File: src/rtl/rsa_xcel_mont_mont_mod_exp_mul_pkg.sv
// Shared definitions for the Montgomery modular exponentiation core:
// word widths, message field offsets, Montgomery radix exponent and
// the FSM state encodings used by the top level and the multiplier.
package rsa_xcel_mont_mont_mod_exp_mul_pkg;

  localparam int WORD_W = 32;
  // Bit-serial accumulator needs two guard bits: A stays below 2n and the
  // intermediate A + b + n stays below 4n.
  localparam int ACC_W  = WORD_W + 2;
  // Montgomery radix R = 2^R_EXP.
  localparam int R_EXP  = 32;
  localparam int CNT_W  = 6;
  localparam int STEP_W = $clog2(R_EXP);

  localparam int IMSG_W        = 4 * WORD_W;
  localparam int OMSG_W        = 2 * WORD_W;
  localparam int IMSG_BASE_LSB = 96;
  localparam int IMSG_ONE_LSB  = 64;
  localparam int IMSG_EXP_LSB  = 32;
  localparam int IMSG_N_LSB    = 0;
  localparam int OMSG_RES_LSB  = 32;
  localparam int OMSG_N_LSB    = 0;

  typedef enum logic [1:0] {
    IDLE = 2'd0,
    SEND = 2'd1,
    RECV = 2'd2,
    DONE = 2'd3
  } state_e;

  typedef enum logic [1:0] {
    MUL_IDLE = 2'd0,
    MUL_BUSY = 2'd1,
    MUL_DONE = 2'd2
  } mul_state_e;

endpackage

File: src/rtl/rsa_xcel_mont_mont_mul.sv
// Radix-2 bit-serial Montgomery multiplier: o_res = a*b*2^-32 mod n.
// Ports:
//   clk, reset          clock, synchronous active-high reset
//   i_val/i_rdy         request handshake; i_a, i_b, i_n operands
//   o_val/o_rdy         response handshake; o_res result (< n)
// A request accepted in cycle s produces o_val in cycle s+33 (32 serial
// steps, final conditional subtraction folded into the last step), and
// o_val is held until o_rdy.
module rsa_xcel_mont_mont_mul
  import rsa_xcel_mont_mont_mod_exp_mul_pkg::*;
(
  input  logic              clk,
  input  logic              reset,
  input  logic              i_val,
  output logic              i_rdy,
  input  logic [WORD_W-1:0] i_a,
  input  logic [WORD_W-1:0] i_b,
  input  logic [WORD_W-1:0] i_n,
  output logic              o_val,
  input  logic              o_rdy,
  output logic [WORD_W-1:0] o_res
);

  mul_state_e        state_q, state_d;
  logic [WORD_W-1:0] a_q, a_d;
  logic [WORD_W-1:0] b_q, b_d;
  logic [WORD_W-1:0] n_q, n_d;
  logic [ACC_W-1:0]  acc_q, acc_d;
  logic [STEP_W-1:0] step_q, step_d;
  logic [WORD_W-1:0] res_q, res_d;

  // One serial step: add the selected multiple of b, make A even by adding
  // n when needed, then divide by two.
  function automatic logic [ACC_W-1:0] mont_step(input logic [ACC_W-1:0]  acc,
                                                 input logic              a_bit,
                                                 input logic [WORD_W-1:0] b,
                                                 input logic [WORD_W-1:0] n);
    logic [ACC_W-1:0] t;
    t = acc + (a_bit ? {2'b00, b} : {ACC_W{1'b0}});
    if (t[0]) t = t + {2'b00, n};
    return t >> 1;
  endfunction

  // A < 2n after the serial steps, so one subtraction brings it below n.
  function automatic logic [WORD_W-1:0] final_reduce(input logic [ACC_W-1:0]  acc,
                                                     input logic [WORD_W-1:0] n);
    logic [ACC_W-1:0] n_ext;
    logic [ACC_W-1:0] diff;
    n_ext = {2'b00, n};
    diff  = acc - n_ext;
    return (acc >= n_ext) ? diff[WORD_W-1:0] : acc[WORD_W-1:0];
  endfunction

  always_comb begin
    state_d = state_q;
    a_d     = a_q;
    b_d     = b_q;
    n_d     = n_q;
    acc_d   = acc_q;
    step_d  = step_q;
    res_d   = res_q;
    case (state_q)
      MUL_IDLE: begin
        if (i_val) begin
          a_d     = i_a;
          b_d     = i_b;
          n_d     = i_n;
          acc_d   = '0;
          step_d  = '0;
          state_d = MUL_BUSY;
        end
      end
      MUL_BUSY: begin
        acc_d  = mont_step(acc_q, a_q[0], b_q, n_q);
        a_d    = a_q >> 1;
        step_d = step_q + 1'b1;
        if (step_q == STEP_W'(R_EXP - 1)) begin
          res_d   = final_reduce(acc_d, n_q);
          state_d = MUL_DONE;
        end
      end
      MUL_DONE: begin
        if (o_rdy) state_d = MUL_IDLE;
      end
      default: state_d = MUL_IDLE;
    endcase
  end

  always_ff @(posedge clk) begin
    if (reset) begin
      state_q <= MUL_IDLE;
      a_q     <= '0;
      b_q     <= '0;
      n_q     <= '0;
      acc_q   <= '0;
      step_q  <= '0;
      res_q   <= '0;
    end else begin
      state_q <= state_d;
      a_q     <= a_d;
      b_q     <= b_d;
      n_q     <= n_d;
      acc_q   <= acc_d;
      step_q  <= step_d;
      res_q   <= res_d;
    end
  end

  assign i_rdy = (state_q == MUL_IDLE);
  assign o_val = (state_q == MUL_DONE);
  assign o_res = res_q;

endmodule

File: src/rtl/rsa_xcel_mont_mont_mod_exp_mul.sv
// Montgomery-domain modular exponentiation: result_m = base_m^exp in
// Montgomery form (R = 2^32), right-to-left square-and-multiply using two
// Montgomery multipliers in parallel (r*b and b*b) per exponent bit.
// Ports:
//   clk, reset                 clock, synchronous active-high reset
//   istream_msg[127:0]         {base_m, one_m, exp, n}; istream_val/istream_rdy
//   ostream_msg[63:0]          {result_m, n};           ostream_val/ostream_rdy
// Build option: RSA_XCEL_MONT_EARLY_EXIT_EN
//   defined   - loop ends once the remaining exponent is zero (exp==0 goes
//               straight to DONE)
//   undefined - constant-time: always 32 iterations
module rsa_xcel_mont_mont_mod_exp_mul
  import rsa_xcel_mont_mont_mod_exp_mul_pkg::*;
(
  input  logic              clk,
  input  logic              reset,
  input  logic [IMSG_W-1:0] istream_msg,
  input  logic              istream_val,
  output logic              istream_rdy,
  output logic [OMSG_W-1:0] ostream_msg,
  output logic              ostream_val,
  input  logic              ostream_rdy
);

  localparam logic [CNT_W-1:0] ITER_LAST = CNT_W'(R_EXP);

  // ---------------------------------------------------------------- ctrl
  state_e state_curr_q, state_curr_d;
  logic   load_en;
  logic   iter_en;
  logic   term;
  logic   mul_i_val;
  logic   mul_o_rdy;

  // ---------------------------------------------------------------- dpath
  logic [WORD_W-1:0] r_q, r_d;
  logic [WORD_W-1:0] b_q, b_d;
  logic [WORD_W-1:0] e_q, e_d;
  logic [WORD_W-1:0] n_q, n_d;
  logic [CNT_W-1:0]  cnt_q, cnt_d;

  logic [WORD_W-1:0] in_base;
  logic [WORD_W-1:0] in_one;
  logic [WORD_W-1:0] in_exp;
  logic [WORD_W-1:0] in_n;
  logic [WORD_W-1:0] e_shift;
  logic [CNT_W-1:0]  cnt_inc;

  logic              r_mulrem_i_val, r_mulrem_i_rdy, r_mulrem_o_val, r_mulrem_o_rdy;
  logic              b_mulrem_i_val, b_mulrem_i_rdy, b_mulrem_o_val, b_mulrem_o_rdy;
  logic [WORD_W-1:0] r_mulrem_res;
  logic [WORD_W-1:0] b_mulrem_res;

  assign in_base = istream_msg[IMSG_BASE_LSB +: WORD_W];
  assign in_one  = istream_msg[IMSG_ONE_LSB  +: WORD_W];
  assign in_exp  = istream_msg[IMSG_EXP_LSB  +: WORD_W];
  assign in_n    = istream_msg[IMSG_N_LSB    +: WORD_W];

  assign e_shift = e_q >> 1;
  assign cnt_inc = cnt_q + 1'b1;

`ifdef RSA_XCEL_MONT_EARLY_EXIT_EN
  // The counter term is redundant for a 32-bit exponent but keeps the bound explicit.
  assign term = (e_shift == '0) || (cnt_inc == ITER_LAST);
`else
  assign term = (cnt_inc == ITER_LAST);
`endif

  assign istream_rdy = (state_curr_q == IDLE) && !reset;
  assign ostream_val = (state_curr_q == DONE);
  assign ostream_msg[OMSG_RES_LSB +: WORD_W] = r_q;
  assign ostream_msg[OMSG_N_LSB   +: WORD_W] = n_q;

  always_comb begin
    state_curr_d = state_curr_q;
    load_en      = 1'b0;
    iter_en      = 1'b0;
    mul_i_val    = 1'b0;
    mul_o_rdy    = 1'b0;
    case (state_curr_q)
      IDLE: begin
        if (istream_val && istream_rdy) begin
          load_en      = 1'b1;
          state_curr_d = SEND;
`ifdef RSA_XCEL_MONT_EARLY_EXIT_EN
          if (in_exp == '0) state_curr_d = DONE;
`endif
        end
      end
      SEND: begin
        mul_i_val = 1'b1;
        if (r_mulrem_i_rdy && b_mulrem_i_rdy) state_curr_d = RECV;
      end
      RECV: begin
        // Both multipliers share the same latency; consume them together.
        if (r_mulrem_o_val && b_mulrem_o_val) begin
          mul_o_rdy    = 1'b1;
          iter_en      = 1'b1;
          state_curr_d = term ? DONE : SEND;
        end
      end
      DONE: begin
        if (ostream_rdy) state_curr_d = IDLE;
      end
      default: state_curr_d = IDLE;
    endcase
  end

  always_ff @(posedge clk) begin
    if (reset) state_curr_q <= IDLE;
    else       state_curr_q <= state_curr_d;
  end

  always_comb begin
    r_d   = r_q;
    b_d   = b_q;
    e_d   = e_q;
    n_d   = n_q;
    cnt_d = cnt_q;
    if (load_en) begin
      r_d   = in_one;
      b_d   = in_base;
      e_d   = in_exp;
      n_d   = in_n;
      cnt_d = '0;
    end else if (iter_en) begin
      if (e_q[0]) r_d = r_mulrem_res;
      b_d   = b_mulrem_res;
      e_d   = e_shift;
      cnt_d = cnt_inc;
    end
  end

  always_ff @(posedge clk) begin
    if (reset) begin
      r_q   <= '0;
      b_q   <= '0;
      e_q   <= '0;
      n_q   <= '0;
      cnt_q <= '0;
    end else begin
      r_q   <= r_d;
      b_q   <= b_d;
      e_q   <= e_d;
      n_q   <= n_d;
      cnt_q <= cnt_d;
    end
  end

  assign r_mulrem_i_val = mul_i_val;
  assign b_mulrem_i_val = mul_i_val;
  assign r_mulrem_o_rdy = mul_o_rdy;
  assign b_mulrem_o_rdy = mul_o_rdy;

  rsa_xcel_mont_mont_mul r_mulrem (
    .clk   (clk),
    .reset (reset),
    .i_val (r_mulrem_i_val),
    .i_rdy (r_mulrem_i_rdy),
    .i_a   (r_q),
    .i_b   (b_q),
    .i_n   (n_q),
    .o_val (r_mulrem_o_val),
    .o_rdy (r_mulrem_o_rdy),
    .o_res (r_mulrem_res)
  );

  rsa_xcel_mont_mont_mul b_mulrem (
    .clk   (clk),
    .reset (reset),
    .i_val (b_mulrem_i_val),
    .i_rdy (b_mulrem_i_rdy),
    .i_a   (b_q),
    .i_b   (b_q),
    .i_n   (n_q),
    .o_val (b_mulrem_o_val),
    .o_rdy (b_mulrem_o_rdy),
    .o_res (b_mulrem_res)
  );

endmodule

File: config.mk
export PLATFORM = sky130hd
export DESIGN_NAME = rsa_xcel_mont_mont_mod_exp_mul
export DESIGN_NICKNAME = d
export VERILOG_FILES = /design/src/rtl/rsa_xcel_mont_mont_mod_exp_mul_pkg.sv /design/src/rtl/rsa_xcel_mont_mont_mul.sv /design/src/rtl/rsa_xcel_mont_mont_mod_exp_mul.sv
export SDC_FILE = /design/constraint.sdc
export NUM_CORES = 1
export LEC_CHECK = 0
export ABC_AREA = 1
export CORE_MARGIN = 2
export CORE_UTILIZATION = 60
export CTS_CLUSTER_DIAMETER = 30
export DETAILED_ROUTE_END_ITERATION = 6
export DONT_BUFFER_PORTS = 1
export PLACE_DENSITY = 0.73
export SLEW_MARGIN = 20
export SYNTH_ARGS = -nofsm -noshare
export SYNTH_HDL_FRONTEND = slang
export SYNTH_SLANG_ARGS = --single-unit
export TNS_END_PERCENT = 5
File: constraint.sdc
create_clock -name clk -period 8 [get_ports clk]
set_clock_uncertainty 0.05 [all_clocks]
set_input_delay 0.4 -clock clk [delete_from_list [all_inputs] [get_ports clk]]
set_output_delay 0.4 -clock clk [all_outputs]
set_load 0.005 [all_outputs]
==> results of run 1 <==
-- stage by stage --
step           power (uW)  hold slack [ns]  utilization (%)  cell area [um^2]  instances
3_3_place_gp         3450            0.396             61.5             31500       5298
4_1_cts              7510           0.0341             70.4             36100       5596
6_report             7600           0.0563             70.5             36200       5602
2_1_floorplan        3190            0.386                -             31100       4773
3_5_place_dp         3450            0.398             61.5             31500       5298
5_1_grt              7780           0.0853             70.5             36100       5599
-- layout by cell type, fill, tap and decap left out, types with 15 or more instances in the layout --
master / instances
nand2_1: 1379
dfxtp_1: 472
inv_1: 470
a21oi_1: 437
nor2_1: 378
o21ai_0: 310
nand3_1: 234
ha_1: 196
a31oi_1: 145
dlygate4sd3_1: 128
clkbuf_16: 93
xor2_1: 85
a22oi_1: 50
xnor2_1: 40
buf_4: 40
nor3_1: 37
o21bai_1: 36
a22o_1: 31
a21o_1: 29
nand4_1: 29
nand3b_1: 27
o21a_1: 24
or2_2: 20
o21ai_1: 16
clkbuf_8: 16
nand2_2: 15
and2_1: 15
-- logic make-up after synthesis --
logic type / Yosys count / share of synthesized area, %
flops: 472 / 30.4
simple gates: 2169 / 28.7
xor+xnor: 125 / 3.52
fa+ha+maj: 202 / 8.27
compound gates: 1123 / 20.7
buf+inv: 682 / 8.46
-- per-layer routing --
layer	part of all wire, %	wire, um
met5	0.011	13
met1	37	45900
met2	45	54900
met3	8.6	10500
met4	9.4	11600
-- where the power goes --
part	switching, uW	leakage [uW]	internal [uW]
logic	711	0.0110	305
registers	93.5	0.00383	2440
clock network	1450	0.00158	2600
-- tightest hold or removal path, stage by stage --
cell	delay, ns
nor2_1	0.04
a21oi_1	0.18
a21oi_1	0.10
-- cell type report --
| type | count | area, um^2 | area share (%) |
|---|---|---|---|
| inverters | 487 | 1840 | 5.08 |
| diodes | 5 | 12.5 | 0.0346 |
| clock inverters | 49 | 702 | 1.94 |
| clock buffers | 120 | 2590 | 7.16 |
| well taps | 680 | 851 | 2.35 |
| flip-flops and latches | 472 | 9450 | 26.1 |
| repair buffers | 170 | 1630 | 4.51 |
| multi-input cells | 3619 | 19100 | 52.8 |
-- worst max path at each step --
stage / start / slack (ns) / cells after the start / to
global placement: r_mulrem.a_q[0] / 0.93 / 38 / r_mulrem.o_res[8]
floorplan: b_mulrem.a_q[0] / 2.43 / 40 / b_mulrem.o_res[0]
global route: r_mulrem.a_q[0] / 0.13 / 36 / r_mulrem.o_res[8]
detailed placement: b_mulrem.a_q[0] / 0.94 / 37 / b_mulrem.o_res[1]
finish: r_mulrem.a_q[0] / 0.69 / 38 / r_mulrem.o_res[8]
CTS: b_mulrem.a_q[0] / 0.88 / 37 / b_mulrem.o_res[1]
==> reports/qor.txt, run 1 <==
status: finished, violations left
failing checks: design-rule violations
Power Density: 210 nW/um^2
initial core utilization: 60.6%
biggest regs: b_mulrem.acc_q x33, r_mulrem.acc_q x33
Ys Warns: 0
Die X: 232 um
Num Clock Sinks: 472
IO Count: 198
hold_buf cts: 129
library cells used by synthesis: 56
initial antenna violation count: 5
Mapped Cells: 4773
Worst EP required: 8.48 ns
first-pass detailed-route iteration total: 7
final setup vio count: 0
Worst Tran Pin Value: 1.15 ns
worst-path maximum fanout: 31
CP max-delay cell: dfxtp_1
Global Route met2 Usage: 71.0%
reg2reg path depth: 38
ys async rst share: 0%
die height: 232 um
DP HPWL: 88500 um
worst r2r dst: r_mulrem.o_res[8]
final hold vios: 0
synth top area cells: dfxtp_1 (30%), nand2_1 (17%), ha_1 (7.9%)
CTS tree: yes
clk root buf: clkbuf_16
main flop type after synthesis: dfxtp_1
worst vdd ir: 0.262 mV
Buf/Inv on CP: 5
Via density: 6.09
crit path DAT: 7.79 ns
post-route setup slack: 0.692 ns
sequential fraction of the synthesis area: 30.4%
hold path depth: 3
worst skew pair latency: 0.68 ns
Syn Nets: 5107
post-CTS setup buffer count: 0
Max Buffers Root-to-Sink: 3
core area: 51300 um^2
GR Util met3: 7.74%
reg2reg start: r_mulrem.a_q[0]
Setup crit end kind: register
MaxCap Viol Count: 0
number of global-route vias before repair: 31897
CTS Buf Count: 93
#FFs+latches synth: 472
hold_sp: ostream_rdy
Nets: 5177
Fillers: 4353
crit share post-route: 91.3%
mapped cell area: 31100 um^2
most used cell, CP: nand2_1
Hold Path End: state_curr_q[0]
die area: 53700 um^2
Leak: 0.0164 uW
post-synth top area share: 30.4%
RSZ-0062 raised after global routing: no
Antenna Nets Post-Route: 0
Slew Viols, Final: 0
largest net degree at the start of global routing: 248
PortBufs: 0
Reg clk slew, reported paths: 0.05 ns
P&R area growth vs syn: 16.2%
# DRC: 4
Synth Area per Inst: 6.52 um^2
setup TNS: 0 ns
via total after detailed routing: 34092
GRT Util Overall: 44.7%
total gr overflow: 0
crit path launch type: register
Worst path max stage delay: 0.71 ns
grt peak-use layer: met2
first-pass GRT wire length: 184000 um
f_max: 137 MHz
Post-CTS Resized: 0
initial detailed-routing violation count: 4270
GPL Wtd Cong: 1.09
Final Critical Period: 7.31 ns
top cell type by total area after synthesis: dfxtp_1
final WL: 123000 um
wire length per cell: 21.9 um
EDFF count, synth: 0
crit-path leading delay family: simple AND/OR/NAND/NOR gates
relative slew slack: 23.5%
top-count cell post-synth: nand2_1
Min-Delay Path Class: input pin to register
Commonest cells post-synth: nand2_1 (1381), inv_1 (474), dfxtp_1 (472)
H-tree levels: 3
layout cells sized above 1: 5.78%
num rows: 83
pre-CTS setup slack: 0.943 ns
critical path class: register to register
reg-to-reg setup timing slack: 0.69 ns
grt met1 use: 52.8%
(Power assumes the default switching activity.)
==> run 2: changes to the inputs <==
Settings changed: CELL_PAD_IN_SITES_DETAIL_PLACEMENT set to 0, CELL_PAD_IN_SITES_GLOBAL_PLACEMENT set to 1, CORE_UTILIZATION 60 to 47, PLACE_DENSITY 0.73 to 0.79.
==> reports/qor.txt, run 2 (synthesis results as in run 1) <==
status: complete, no violations
Nets: 5194 (+0.33%)
P&R area growth vs syn: 18.4%
via total after detailed routing: 32930 (-3.4%)
Die X: 261 um (+13%)
DP HPWL: 99500 um (+12%)
Max Buffers Root-to-Sink: 3 (unchanged)
H-tree levels: 3 (unchanged)
CTS Buf Count: 105 (+13%)
total gr overflow: 0 (unchanged)
CP max-delay cell: o21ai_0
setup TNS: 0 ns (unchanged)
most common cell after layout, fill and taps aside: nand2_1
clk root buf: clkbuf_16
worst skew pair latency: 0.69 ns (about the same)
PortBufs: 0 (unchanged)
Leak: 0.0167 uW (+1.5%)
worst-path maximum fanout: 25 (-19%)
Worst EP required: 8.45 ns (-0.03 ns)
relative slew slack: 14.8% (-8.7 points)
reg-to-reg setup timing slack: 0.86 ns (+0.17 ns)
RSZ-0062 raised after global routing: no
# DRC: 0 (-4)
Worst path max stage delay: 0.68 ns (-0.03 ns)
worst vdd ir: 0.195 mV (-26%)
DR top layer: met5
die area: 68300 um^2 (+27%)
Setup crit end kind: register
CP Launch Point: b_mulrem.a_q[0]
Met2 Wirelength: 60500 um (+10%)
crit path DAT: 7.59 ns (-0.20 ns)
MaxCap Viol Count: 0 (unchanged)
crit path launch type: register
GPL Wtd Cong: 1.02 (-6.3%)
Via density: 5.66 (-7.0%)
Min-Delay Path Class: input pin to register
biggest regs: b_mulrem.acc_q x33, r_mulrem.acc_q x33
reg2reg start: b_mulrem.a_q[0]
Power Density: 217 nW/um^2 (+3.1%)
layout cells sized above 1: 6.48% (+0.71 points)
Num Clock Sinks: 472 (unchanged)
die height: 261 um (+13%)
Metal-1 WL: 52800 um (+15%)
final WL: 130000 um (+5.6%)
f_max: 140 MHz (+2.4%)
Slew Viols, Final: 0 (unchanged)
num rows: 94 (+13%)
Post-CTS Resized: 0 (unchanged)
initial antenna violation count: 3 (-2)
worst r2r dst: b_mulrem.o_res[1]
CTS tree: yes
first-pass GRT wire length: 190000 um (+3.1%)
GRT Util Overall: 36.9% (-7.8 points)
reg2reg path depth: 32 (-16%)
Antenna Nets Post-Route: 0 (unchanged)
Worst Tran Pin Value: 1.28 ns (+0.130 ns)
final hold vios: 0 (unchanged)
dpl cells: 5487 (+3.6%)
Final Critical Period: 7.14 ns (-0.168 ns)
post-CTS setup buffer count: 0 (unchanged)
critical path class: register to register
crit share post-route: 89.3% (-2.1 points)
IO Count: 198 (unchanged)
crit path to: b_mulrem.o_res[1]
initial detailed-routing violation count: 3097 (-27%)
initial core utilization: 47.4% (-13 points)
largest net degree at the start of global routing: 248 (unchanged)
hold path depth: 3 (unchanged)
Reg clk slew, reported paths: 0.05 ns (about the same)
hold_buf cts: 129 (unchanged)
met3 WL: 8160 um (-22%)
most frequent cells in the layout: nand2_1 (1379), dfxtp_1 (472), inv_1 (470), a21oi_1 (437), nor2_1 (378)
wire length per cell: 22.3 um (+1.7%)
core area: 65600 um^2 (+28%)
most used cell, CP: nand2_1
Non-Filler Instances: 5821 (+3.9%)
Fillers: 6606 (+52%)
number of global-route vias before repair: 31028 (-2.7%)
final setup vio count: 0 (unchanged)
first-pass detailed-route iteration total: 7 (unchanged)
==> run 2: changes by cell type in the layout (fill, tap and decap cells not counted), moves of 2 or more <==
cell,before,now
inv_16,0,3
clkbuf_1,11,9
clkinv_16,5,2
inv_6,5,10
buf_4,40,45
clkinv_2,11,17
clkbuf_16,93,105
clkinv_4,5,15
==> run 2: how the worst min path moves through the flow <==
stage,startpoint,endpoint,slack (ns)
floorplan,r_mulrem.step_q[3],r_mulrem.step_q[3],0.39
global placement,r_mulrem.a_q[31],r_mulrem.a_q[31],0.40
detailed placement,r_mulrem.a_q[28],r_mulrem.a_q[28],0.40
CTS,istream_msg[118],b_q[22],0.005
global route,reset,cnt_q[5],0.1
finish,reset,cnt_q[5],0.06
==> run 2: cell type report <==
type / instances / area (um^2) / share of cell area [%]
repair buffers: 175 / 1660 / 4.50
multi-input cells: 3619 / 19100 / 51.8
inverters: 487 / 1840 / 4.98
flip-flops and latches: 472 / 9450 / 25.7
diodes: 4 / 10.0 / 0.0272
clock buffers: 130 / 2880 / 7.82
clock inverters: 70 / 825 / 2.24
well taps: 864 / 1080 / 2.93
==> run 2: stage by stage <==
step / total power [uW] / instance area, um^2 / setup slack (ns) / util [%] / hold WS, ns
6_report: 7980 / 36800 / 0.860 / 56.1 / 0.0634
2_1_floorplan: 3190 / 31100 / 2.43 / - / 0.386
3_3_place_gp: 3490 / 31800 / 0.945 / 48.5 / 0.396
3_5_place_dp: 3480 / 31800 / 1.03 / 48.5 / 0.400
5_1_grt: 8210 / 36800 / 0.270 / 56.1 / 0.0979
4_1_cts: 7980 / 36800 / 0.958 / 56.1 / 0.00528
==> run 2: metal layers <==
| metal | GRT usage [%] | vias up |
|---|---|---|
| li1 | - | 16052 |
| met1 | 45.5 | 15375 |
| met2 | 61.2 | 1176 |
| met3 | 5.56 | 325 |
| met4 | 21.4 | 2 |
| met5 | 0 | - |
==> run 2: power breakdown <==
group | switching [uW] | total [uW] | internal (uW)
Sequential | 90.3 | 2530 | 2440
Combinational | 708 | 1020 | 310
Clock | 1550 | 4430 | 2890
==> run 2: critical path: cells and delay by family, from the launching register on <==
family                     cells  cell delay [ns]
and+or+nand+nor               14             2.16
xor gates and xnor gates       2             0.50
buffers and inverters          6             0.86
DFF                            1             0.39
AOI/OAI and AO/OA              7             1.78
adders and majority gates      3             1.21
